File: src/rtl/mem_access.sv
// Purpose: MEM-stage data access unit; turns EX/MEM load/store control into a req/ack bus cycle and aligns load data.
// Latency: minimum 3 cycles per access (IDLE issue, WAIT for ack, DONE release), stallm high for the first 2.
// Backpressure: stallm holds the upstream pipeline while an access is outstanding; TIMEOUT bounds the wait.
//
// Ports:
//   clk, rst_n                      clock, async active-low reset
//   memreadm, memwritem             load / store in MEM stage (store wins if both set)
//   memsizem, memsignedm            access size (0 byte, 1 half, 2/3 word), load sign-extension
//   aluoutm, writedatam             effective byte address, store data
//   dmem_req/we/addr/be/wdata       registered bus request outputs
//   dmem_ack, dmem_rdata            bus completion and read data (sampled only in WAIT)
//   rdm                             aligned/extended load result, registered
//   stallm, misalignm               combinational stall and alignment-fault flags
//   buserrm                         one-cycle registered pulse on access timeout
module mem_access #(
   parameter int TIMEOUT = 255,
   parameter int CNT_W   = 8
) (
   input  logic        clk,
   input  logic        rst_n,
   input  logic        memreadm,
   input  logic        memwritem,
   input  logic [1:0]  memsizem,
   input  logic        memsignedm,
   input  logic [31:0] aluoutm,
   input  logic [31:0] writedatam,
   output logic        dmem_req,
   output logic        dmem_we,
   output logic [31:0] dmem_addr,
   output logic [3:0]  dmem_be,
   output logic [31:0] dmem_wdata,
   input  logic        dmem_ack,
   input  logic [31:0] dmem_rdata,
   output logic [31:0] rdm,
   output logic        stallm,
   output logic        misalignm,
   output logic        buserrm
);

   typedef enum logic [1:0] {IDLE, WAIT, DONE} state_t;

   localparam logic [CNT_W-1:0] CNT_LAST = CNT_W'(TIMEOUT - 1);

   state_t           state, state_nxt;
   logic [CNT_W-1:0] cnt;
   logic [1:0]       lane_q;
   logic [1:0]       size_q;
   logic             sgn_q;

   logic             access;
   logic             misal_raw;
   logic             issue;
   logic             ack_hit;
   logic             tmo_hit;
   logic [3:0]       be_c;
   logic [31:0]      wdata_c;

   // Narrow sub-word loads: pick the lane, then extend; word loads pass through.
   function automatic logic [31:0] align_load(input logic [31:0] d,
                                              input logic [1:0]  lane,
                                              input logic [1:0]  size,
                                              input logic        sgn);
      logic [7:0]  b;
      logic [15:0] h;
      logic [31:0] r;
      b = d[{lane, 3'b000} +: 8];
      h = d[{lane[1], 4'b0000} +: 16];
      case (size)
         2'd0:    r = sgn ? {{24{b[7]}}, b} : {24'h0, b};
         2'd1:    r = sgn ? {{16{h[15]}}, h} : {16'h0, h};
         default: r = d;
      endcase
      return r;
   endfunction

   assign access    = memreadm | memwritem;
   // Size code 3 is reserved and behaves as a word access (memsizem[1] set).
   assign misal_raw = ((memsizem == 2'd1) & aluoutm[0]) |
                      (memsizem[1] & (aluoutm[1:0] != 2'b00));
   assign misalignm = (state == IDLE) & access & misal_raw;
   assign issue     = (state == IDLE) & access & ~misal_raw;
   assign ack_hit   = (state == WAIT) & dmem_ack;
   // Ack beats a coincident timeout.
   assign tmo_hit   = (state == WAIT) & ~dmem_ack & (TIMEOUT != 0) & (cnt == CNT_LAST);

   always_comb begin
      be_c    = 4'b1111;
      wdata_c = writedatam;
      case (memsizem)
         2'd0: begin
            be_c    = 4'b0001 << aluoutm[1:0];
            wdata_c = {4{writedatam[7:0]}};
         end
         2'd1: begin
            be_c    = aluoutm[1] ? 4'b1100 : 4'b0011;
            wdata_c = {2{writedatam[15:0]}};
         end
         default: begin
            be_c    = 4'b1111;
            wdata_c = writedatam;
         end
      endcase
   end

   always_ff @(posedge clk or negedge rst_n) begin
      if (!rst_n) state <= IDLE;
      else        state <= state_nxt;
   end

   always_comb begin
      state_nxt = state;
      stallm    = 1'b0;
      case (state)
         IDLE: begin
            if (issue) begin
               stallm    = 1'b1;
               state_nxt = WAIT;
            end
         end
         WAIT: begin
            stallm = 1'b1;
            if (ack_hit || tmo_hit) state_nxt = DONE;
         end
         DONE: begin
            state_nxt = IDLE;
         end
         default: begin
            state_nxt = IDLE;
         end
      endcase
   end

   always_ff @(posedge clk or negedge rst_n) begin
      if (!rst_n) begin
         dmem_req   <= 1'b0;
         dmem_we    <= 1'b0;
         dmem_addr  <= 32'h0;
         dmem_be    <= 4'h0;
         dmem_wdata <= 32'h0;
         cnt        <= '0;
         lane_q     <= 2'b00;
         size_q     <= 2'b00;
         sgn_q      <= 1'b0;
         buserrm    <= 1'b0;
         rdm        <= 32'h0;
      end else begin
         buserrm <= tmo_hit;
         if (issue) begin
            dmem_req   <= 1'b1;
            dmem_we    <= memwritem;
            dmem_addr  <= {aluoutm[31:2], 2'b00};
            dmem_be    <= be_c;
            dmem_wdata <= wdata_c;
            lane_q     <= aluoutm[1:0];
            size_q     <= memsizem;
            sgn_q      <= memsignedm;
            cnt        <= '0;
         end else if (state == WAIT) begin
            cnt <= cnt + 1'b1;
            if (ack_hit || tmo_hit) dmem_req <= 1'b0;
         end
         // Stores leave rdm untouched; a timed-out load returns zero.
         if (ack_hit && !dmem_we)
            rdm <= align_load(dmem_rdata, lane_q, size_q, sgn_q);
         else if (tmo_hit && !dmem_we)
            rdm <= 32'h0;
      end
   end

endmodule
File: config.mk
export PLATFORM = sky130hd
export DESIGN_NAME = mem_access
export DESIGN_NICKNAME = d
export VERILOG_FILES = /design/src/rtl/mem_access.sv
export SDC_FILE = /design/constraint.sdc
export NUM_CORES = 1
export LEC_CHECK = 0
export ABC_AREA = 1
export CAP_MARGIN = 0
export CORE_MARGIN = 8
export CORE_UTILIZATION = 48
export DETAILED_ROUTE_END_ITERATION = 8
export GPL_ROUTABILITY_DRIVEN = 0
export HOLD_SLACK_MARGIN = 0.15
export PLACE_DENSITY = 0.83
export SYNTH_ARGS = -nofsm -noshare
export SYNTH_HDL_FRONTEND = slang
export SYNTH_SLANG_ARGS = --single-unit
File: constraint.sdc
create_clock -name clk -period 3.2 [get_ports clk]
set_input_delay 0.96 -clock clk [delete_from_list [all_inputs] [get_ports clk]]
set_output_delay 0.96 -clock clk [all_outputs]
set_load 0.03 [all_outputs]
# ---- Yosys cells after proc, flatten, opt, wreduce, memory -nomap -nowiden
# Index checks and enable logic that the tools add are counted.
dict set report classes {
  addsub 1
  n_eq_ne 6
  shifts 3
  n_mux 18
  n_bitwise 12
  n_reduce_logical 13
}
# op n
set ops {}
lappend ops {{$mux 32} 4}
lappend ops {{$pmux 32 s2} 2}
lappend ops {{$shiftx 32x6->16} 1}
lappend ops {{$shiftx 32x6->8} 1}
lappend ops {{$mux 8} 2}
lappend ops {{$add 8x1->8 const B} 1}
lappend ops {{$and 1x1->1} 8}
lappend ops {{$eq 8x8->1 const B} 1}
lappend ops {{$pmux 4 s2} 1}
lappend ops {{$reduce_bool 2->1} 4}
lappend ops {{$eq 2x1->1 const B} 3}
lappend ops {{$logic_not 2->1} 3}
lappend ops {{$mux 1} 4}
lappend ops {{$mux 2} 2}
lappend ops {{$mux 4} 1}
lappend ops {{$pmux 2 s2} 1}
lappend ops {{$reduce_and 2->1} 2}
lappend ops {{$shl 1x2->4 const A} 1}
lappend ops {{$logic_and 1x1->1} 2}
lappend ops {{$ne 2x1->1 const B} 1}
lappend ops {{$ne 2x2->1 const B} 1}
lappend ops {{$not 1->1} 2}
lappend ops {{$or 1x1->1} 2}
lappend ops {{$pmux 1 s2} 1}
lappend ops {{2 further kinds} 2}
dict set report totals {
  regBits 116
  inputBits 104
  out_inout_bits 105
  elab_cells 65
}

# ---- Logic depth before layout (Yosys ltp)
# Gate-level depths: netlist of run 1.
dict set report logic_depth {
  word_depth 7
  depth_mapped 11
  ltp_nobuf 9
}

# ---- Worst setup path before layout of run 1
# Ideal clock, no wire load.
dict set report synth_path {
  path_type {input port to output port}
  from {input port memsizem[1]}
  to {output port misalignm}
  arrival_time_ns 2.082
  t_required_ns 2.240
  path_slack_ns 0.158
  path_stages 3
  path_buffers 1
  cell_sequence {buf_2 > o21ai_2 > nor4_1}
}
dict set report synth_via {
  elab_chain_len 4
  word_cells_on_any_way 5
  classes_between {eq/ne (1); bitwise (4)}
}
# element line_no
set synth_lines {}
lappend synth_lines {{start, declared} 23} ;# input logic [1:0] memsizem,
lappend synth_lines {{$eq 2x1->1} 78} ;# assign misal_raw = ((memsizem == 2'd1) & aluoutm[0]) |
lappend synth_lines {{$and 1x1->1} 78}
lappend synth_lines {{$or 1x1->1 (*)} 78}
lappend synth_lines {{$and 1x1->1 (*)} 80} ;# assign misalignm = (state == IDLE) & access & misal_raw;
lappend synth_lines {{end, declared} 36} ;# output logic misalignm,
# Mark *: on every way between the ends. The rest lies on a longest branch, timed or not.

# ---- Final worst setup path of run 1
dict set report layout_path {
  from {input port aluoutm[0]}
  to {output port misalignm}
}
dict set report layout_via {
  elab_chain_len 4
  word_cells_on_any_way 5
  classes_between {bitwise (4); reduce/logical (1)}
}
# element line_no
set layout_lines {}
lappend layout_lines {{start, declared} 25} ;# input logic [31:0] aluoutm,
lappend layout_lines {{$reduce_bool 2->1} 79} ;# (memsizem[1] & (aluoutm[1:0] != 2'b00));
lappend layout_lines {{$and 1x1->1} 79}
lappend layout_lines {{$or 1x1->1 (*)} 78}
lappend layout_lines {{$and 1x1->1 (*)} 80}
# Marked as above.

==> impl_metrics.csv, run 1 <==
group,metric,value,unit
critical_path,crit_family,"buffers and inverters",
placement,hpwl,12600,µm
floorplanning,io_pins,209,
cells_and_area,diodes,0,
drt,avgRoutedWirePerCell,16.5,µm
critical_path,r2r-end,"rdm[22]$_DFFE_PN0P_",
clock_tree,cts_setup_buffers,0,
critical_path,critPathCapture,"misalignm",
cells_and_area,drive_above_1_share,0.0719,
cells_and_area,fin_nets,1013,
drt,drtIter0Drc,420,
sta,setup_violations,0,
sta,max-slew-margin-rel,0.554,
clock_tree,ctsResizeCount,0,
drt,drc,0,
power_and_ir_drop,leakagePower,4.08,nW
min_path,worstHoldStart,"dmem_addr[16]$_DFFE_PN0P_",
clock_tree,cts.htree.levels,4,
sta,clock.fmax,324,MHz
clock_tree,hold_buffers,0,
synthesis,synth.yosys.warnings,0,
cells_and_area,fin_area,8280,µm²
critical_path,cp-startpoint,"aluoutm[0]",
grt,antenna_found_initial,0,
critical_path,critPathLaunchType,"input pin",
power_and_ir_drop,peakVddDrop,612,µV
sta,min_period_over_period,0.964,
cells_and_area,area_delta_synth_final,50.3,%
drt,drtPass1Iterations,5,
critical_path,worstSetupEndpointType,"output pin",
critical_path,r2r_setup_slack,1.32,ns
critical_path,cp_num_cells,7,
grt,overflow,0,
synthesis,syn_inst,707,
synthesis,synth-seq-cells,116,
floorplanning,core_area,11300,µm²
placement,placed_cell_area,7710,µm²
critical_path,crit_fanout,2,
power_and_ir_drop,p_per_area,1040,nW/µm²
floorplanning,dieHeight,123,µm
sta,tns,0,ns
critical_path,r2r-start,"size_q[1]$_DFFE_PN0P_",
status,outcome,"finished, final reports clean",
synthesis,syn_area,5510,µm²
drt,ant_nets,0,
sta,period_minus_slack,3.09,ns
synthesis,synth-seq-area-share,0.527,
sta,final_hold_viol_count,0,
power_and_ir_drop,pwr-share-seq,0.296,
drt,vias_per_cell,5.12,
power_and_ir_drop,pwr-share-clk,0.210,
clock_tree,cts_tree,"yes",
critical_path,worstPathCellList,"clkdlybuf4s50_1, inv_1, nand2_1, o21ai_2, nor4_2, buf_4, buf_12",
grt,grt_pass1_wl,28000,µm
sta,rsz0062_at_grt,"false",
critical_path,required,2.24,ns
clock_tree,cts_max_path_buffers,2,
floorplanning,die-area,15200,µm²
grt,grt_max_degree,94,
clock_tree,clk_pin_slew,0.05,ns
floorplanning,rows,39,
sta,clock-skew-final,0.00745,ns
placement,portBuffers,206,
min_path,hold_path.class,"reg2reg",
sta,maxSlewViolCount,0,
critical_path,crit_buf_inv,4,
power_and_ir_drop,comb_power_share,0.493,
grt,grt_pass1_vias,5584,
flow_run,cap_violations,0,
clock_tree,cts.sinks,116,
cells_and_area,nFillCells,880,
floorplanning,initial_utilization,0.487,
critical_path,arrival,2.13,ns
grt,grtUsageTotal,0.235,
floorplanning,fp.dieW,123,µm
sta,tightest_slew,0.669,ns
clock_tree,cts_buffers,17,
clock_tree,clock_tree.root_cell,"clkbuf_16",
critical_path,cpPeakStageDelay,0.51,ns
critical_path,crit_path_top_delay_cell,"clkdlybuf4s50_1",
power_and_ir_drop,p_int,0.00494,W
clock_tree,insertion_delay,0.40,ns
power_and_ir_drop,p_sw_frac,0.424,
critical_path,crit_type,"in2out",
synthesis,synth.distinct_cells,30,
power_and_ir_drop,power_switching,0.00364,W
drt,wirelength,17500,µm
critical_path,rr_worst_depth,9,
synthesis,syn_area_per_cell,7.79,µm²
drt,vias,5432,
-- metrics by stage --
stage          cells  setup slack [ns]  power [W]  utilization  hold slack [ns]
2_1_floorplan    708             0.158    0.00504            -            0.455
3_3_place_gp    1031            0.0225    0.00673        0.681            0.461
3_5_place_dp    1031            0.0702    0.00679        0.681            0.464
4_1_cts         1061            0.0589    0.00864        0.731            0.479
5_1_grt         1061            0.0132    0.00910        0.731            0.497
6_report        1061             0.114    0.00858        0.731            0.476
-- power groups by stage --
stage	Combinational (W)	Sequential, W	Clock, W
2_1_floorplan	0.00146	0.00358	0
5_1_grt	0.00458	0.00263	0.00188
4_1_cts	0.00427	0.00254	0.00183
6_report	0.00423	0.00254	0.00180
3_5_place_dp	0.00425	0.00254	0
3_3_place_gp	0.00419	0.00253	0
-- Yosys cell counts (all sizes together) --
| master | number | area, µm² |
|---|---|---|
| and3 | 1 | 6.26 |
| nor4 | 1 | 6.26 |
| conb | 1 | 3.75 |
| a31o | 1 | 8.76 |
| inv | 29 | 116 |
| ha | 2 | 25.0 |
| nand3 | 62 | 323 |
| clkbuf | 14 | 52.6 |
| clkinv | 2 | 7.51 |
| dfrtp | 116 | 2900 |
| o21a | 2 | 15.0 |
| a21oi | 43 | 215 |
| buf | 28 | 175 |
| o21bai | 1 | 7.51 |
| nor2 | 39 | 165 |
| nand2 | 302 | 1160 |
| nor3 | 3 | 15.0 |
| o21ai | 60 | 304 |
-- layout make-up --
class	count	area [µm²]	share of cell area
tap	143	179	0.0216
multi-input combinational	519	2270	0.274
clock buffer	26	519	0.0627
clock inverter	4	45.0	0.00544
inverter	31	124	0.0150
sequential	116	2900	0.351
timing repair buffer	222	2240	0.270
-- cells in the final DEF, fill, tap and decap left out, drive strengths merged --
cell type,n
a21oi,43
bufinv,1
o21bai,1
nor4,1
a31o,1
conb,2
clkdlybuf4s50,203
o21a,2
ha,2
clkbuf,26
dfrtp,116
nand2,302
nor2,39
inv,29
o21ai,60
and3,1
nand3,62
buf,19
nor3,3
clkinv,5
-- cell families after synthesis --
| family | synth area share |
|---|---|
| compound gates | 0.100 |
| fa+ha+maj | 0.00454 |
| buf+inv | 0.0638 |
| flops | 0.527 |
| other cells | 0.000681 |
| simple gates | 0.304 |
-- sequential cells by signal, indices dropped and copies added, names as in the netlist --
| signal | count |
|---|---|
| sgn_q | 1 |
| size_q | 2 |
| dmem_be | 4 |
| dmem_wdata | 32 |
| dmem_we | 1 |
| rdm | 32 |
| lane_q | 2 |
| buserrm | 1 |
| dmem_req | 1 |
| state | 2 |
| cnt | 8 |
| dmem_addr | 30 |
-- worst reg2reg max path: cells and delay by family (launching register included) --
kind / cells / cell delay (ns)
simple gates: 8 / 0.83
flops: 1 / 0.76
buf+inv: 1 / 0.17
-- layer usage --
metal	wire, µm	global-route usage
met5	0	0
met4	488	0.110
met3	1860	0.0922
met2	8080	0.369
met1	7120	0.278
-- worst min path at each step --
stage / to / slack [ns] / cells after the start
floorplan: cnt[3]$_DFFE_PN0P_ / 0.46 / 1
global placement: dmem_addr[27]$_DFFE_PN0P_ / 0.46 / 2
detailed placement: dmem_addr[16]$_DFFE_PN0P_ / 0.46 / 2
CTS: dmem_addr[16]$_DFFE_PN0P_ / 0.48 / 2
global route: dmem_addr[16]$_DFFE_PN0P_ / 0.50 / 2
finish: dmem_addr[16]$_DFFE_PN0P_ / 0.48 / 2
No activity file was read; power rests on OpenSTA's default activity.
==> inputs of run 2 (changes only) <==
--- a/config.mk
+++ b/config.mk
@@ -8,11 +8,13 @@
 export ABC_AREA = 1
 export CAP_MARGIN = 0
 export CORE_MARGIN = 8
-export CORE_UTILIZATION = 48
+export CORE_UTILIZATION = 23
+export CTS_CLUSTER_SIZE = 30
 export DETAILED_ROUTE_END_ITERATION = 8
 export GPL_ROUTABILITY_DRIVEN = 0
 export HOLD_SLACK_MARGIN = 0.15
-export PLACE_DENSITY = 0.83
+export PLACE_DENSITY = 0.44
+export RECOVER_POWER = 100
 export SYNTH_ARGS = -nofsm -noshare
 export SYNTH_HDL_FRONTEND = slang
 export SYNTH_SLANG_ARGS = --single-unit
==> impl_metrics.csv, run 2 (synthesis gave the netlist of run 1 again) <==
group,metric,value,unit
sta,fin_ws,0.0970,ns
cells_and_area,drive_above_1_share,0.0719,
min_path,whs_path_depth,2,
floorplanning,die-area,29200,µm²
clock_tree,clock_tree.root_cell,"clkbuf_16",
sta,max-slew-margin-rel,-0.549,
clock_tree,cts_tree,"yes",
sta,setup_violations,0,
sta,tightest_slew,2.32,ns
grt,grt_pass1_wl,31600,µm
cells_and_area,largest_registers,"dmem_wdata: 32 flops, rdm: 32 flops, dmem_addr: 30 flops",
drt,drtPass1Iterations,7,
clock_tree,cts.htree.levels,4,
sta,min_period_over_period,0.970,
sta,tns,0,ns
power_and_ir_drop,leakagePower,4.19,nW
cells_and_area,area_delta_synth_final,54.2,%
cells_and_area,seq_area,2900,µm²
critical_path,critPathLaunchType,"input pin",
floorplanning,fp.dieW,171,µm
grt,grtUsageTotal,0.139,
drt,vias,5297,
drt,wirelength,20100,µm
grt,grt_pass1_vias,5533,
cells_and_area,fin_nets,1012,
floorplanning,io_pins,209,
floorplanning,initial_utilization,0.235,
placement,placed_cell_area,7910,µm²
drt,vias_per_cell,4.28,
drt,drc,0,
sta,whs,0.475,ns
floorplanning,dieHeight,171,µm
sta,period_minus_slack,3.10,ns
critical_path,crit_type,"in2out",
status,violations,"max-capacitance violations, max-slew violations",
critical_path,rr_worst_depth,7,
critical_path,r2r_setup_slack,0.89,ns
cells_and_area,multiInputGateArea,2270,µm²
sta,maxSlewViolCount,40,
cells_and_area,fin_area,8490,µm²
grt,overflow,0,
placement,place_ws,0.0561,ns
critical_path,crit_fanout,3,
clock_tree,cts.sinks,116,
grt,antenna_found_initial,3,
drt,ant_nets,0,
min_path,hold_path.class,"reg2reg",
sta,final_hold_viol_count,0,
placement,portBuffers,206,
clock_tree,cts_buffers,17,
floorplanning,rows,56,
clock_tree,cts_max_path_buffers,2,
grt,grt_max_degree,94,
sta,clock.fmax,322,MHz
status,outcome,"complete, but fails checks",
cells_and_area,nFillCells,2503,
placement,hpwl,14500,µm
cells_and_area,final_cell_mix,"nand2_1, dfrtp_1, dlygate4sd3_1",
power_and_ir_drop,p_per_area,995,nW/µm²
critical_path,required,2.24,ns
flow_run,cap_violations,1,
clock_tree,hold_buffers,0,
critical_path,r2r-end,"dmem_be[1]$_DFFE_PN0P_",
drt,avgRoutedWirePerCell,16.2,µm
floorplanning,core_area,23500,µm²
min_path,worstHoldStart,"dmem_addr[29]$_DFFE_PN0P_",
power_and_ir_drop,total_power,0.00845,W
clock_tree,insertion_delay,0.41,ns
drt,drtIter0Drc,322,
critical_path,arrival,2.14,ns
min_path,hold_path_end,"dmem_addr[29]$_DFFE_PN0P_",
critical_path,r2r-start,"state[0]$_DFFE_PN0P_",
sta,clock-skew-final,0.00924,ns
clock_tree,clk_pin_slew,0.05,ns
power_and_ir_drop,peakVddDrop,400,µV
critical_path,worstSetupEndpointType,"output pin",
sta,rsz0062_at_grt,"false",
cells_and_area,layout_commonest_cell,"nand2_1",
run 2: changes by cell type in the layout (fill, tap and decap cells not counted), moves of 3 or more:
cell	delta
clkdlybuf4s50_1	-103
dlygate4sd3_1	+102
o21ai_0	+8
o21ai_1	-8
clkbuf_8	-5
clkinvlp_4	+5
buf_4	-3
clkinv_2	-3
clkinv_4	+3
inv_6	+3
run 2: timing repair:
item,4_1_cts,5_1_grt
gates resized for setup,0,2
setup buffers,0,0
setup endpoints to repair,0,1
run 2: layer usage:
metal,vias up,track usage,share of wire
met2,168,0.207,0.43
met1,2453,0.182,0.46
li1,2655,-,-
met3,15,0.0638,0.10
met4,6,0.0286,0.0060
met5,-,0,0.0020
run 2: worst max-delay path: stages:
cell             delay, ns
clkdlybuf4s50_1       0.46
buf_4                 0.16
o21ai_2               0.22
nor4_2                0.06
buf_4                 0.15
buf_12                0.13
run 2: where the power goes:
part           leakage [nW]  switching (W)  internal (W)
Clock                 0.272       0.000725       0.00117
Combinational          2.46        0.00263       0.00144
Sequential             1.46       0.000384       0.00210
Total                  4.19        0.00374       0.00471
run 2: worst max-delay path by stage:
| stage | from | end | slack [ns] | depth (start not counted) |
|---|---|---|---|---|
| 6_report | memsizem[1] | misalignm | 0.1 | 6 |
| 3_5_place_dp | aluoutm[0] | misalignm | 0.06 | 7 |
| 5_1_grt | memsizem[1] | dmem_be[0]$_DFFE_PN0P_ | 0.02 | 9 |
| 2_1_floorplan | memsizem[1] | misalignm | 0.16 | 3 |
| 3_3_place_gp | memsizem[1] | misalignm | 0.05 | 7 |
| 4_1_cts | aluoutm[0] | misalignm | 0.04 | 7 |
run 2: cell type report:
| type | instances | share of cell area |
|---|---|---|
| Multi-Input combinational cell | 519 | 0.268 |
| Inverter | 31 | 0.0146 |
| Sequential cell | 116 | 0.342 |
| Antenna cell | 1 | 0.000295 |
| Tap cell | 319 | 0.0470 |
| Clock buffer | 18 | 0.0517 |
| Timing Repair Buffer | 221 | 0.259 |
| Clock inverter | 13 | 0.0177 |
run 2: stage by stage:
stage	instances	utilization
4_1_cts	1237	0.362
6_report	1238	0.362
3_5_place_dp	1206	0.337
2_1_floorplan	708	-
5_1_grt	1237	0.362
3_3_place_gp	1206	0.337
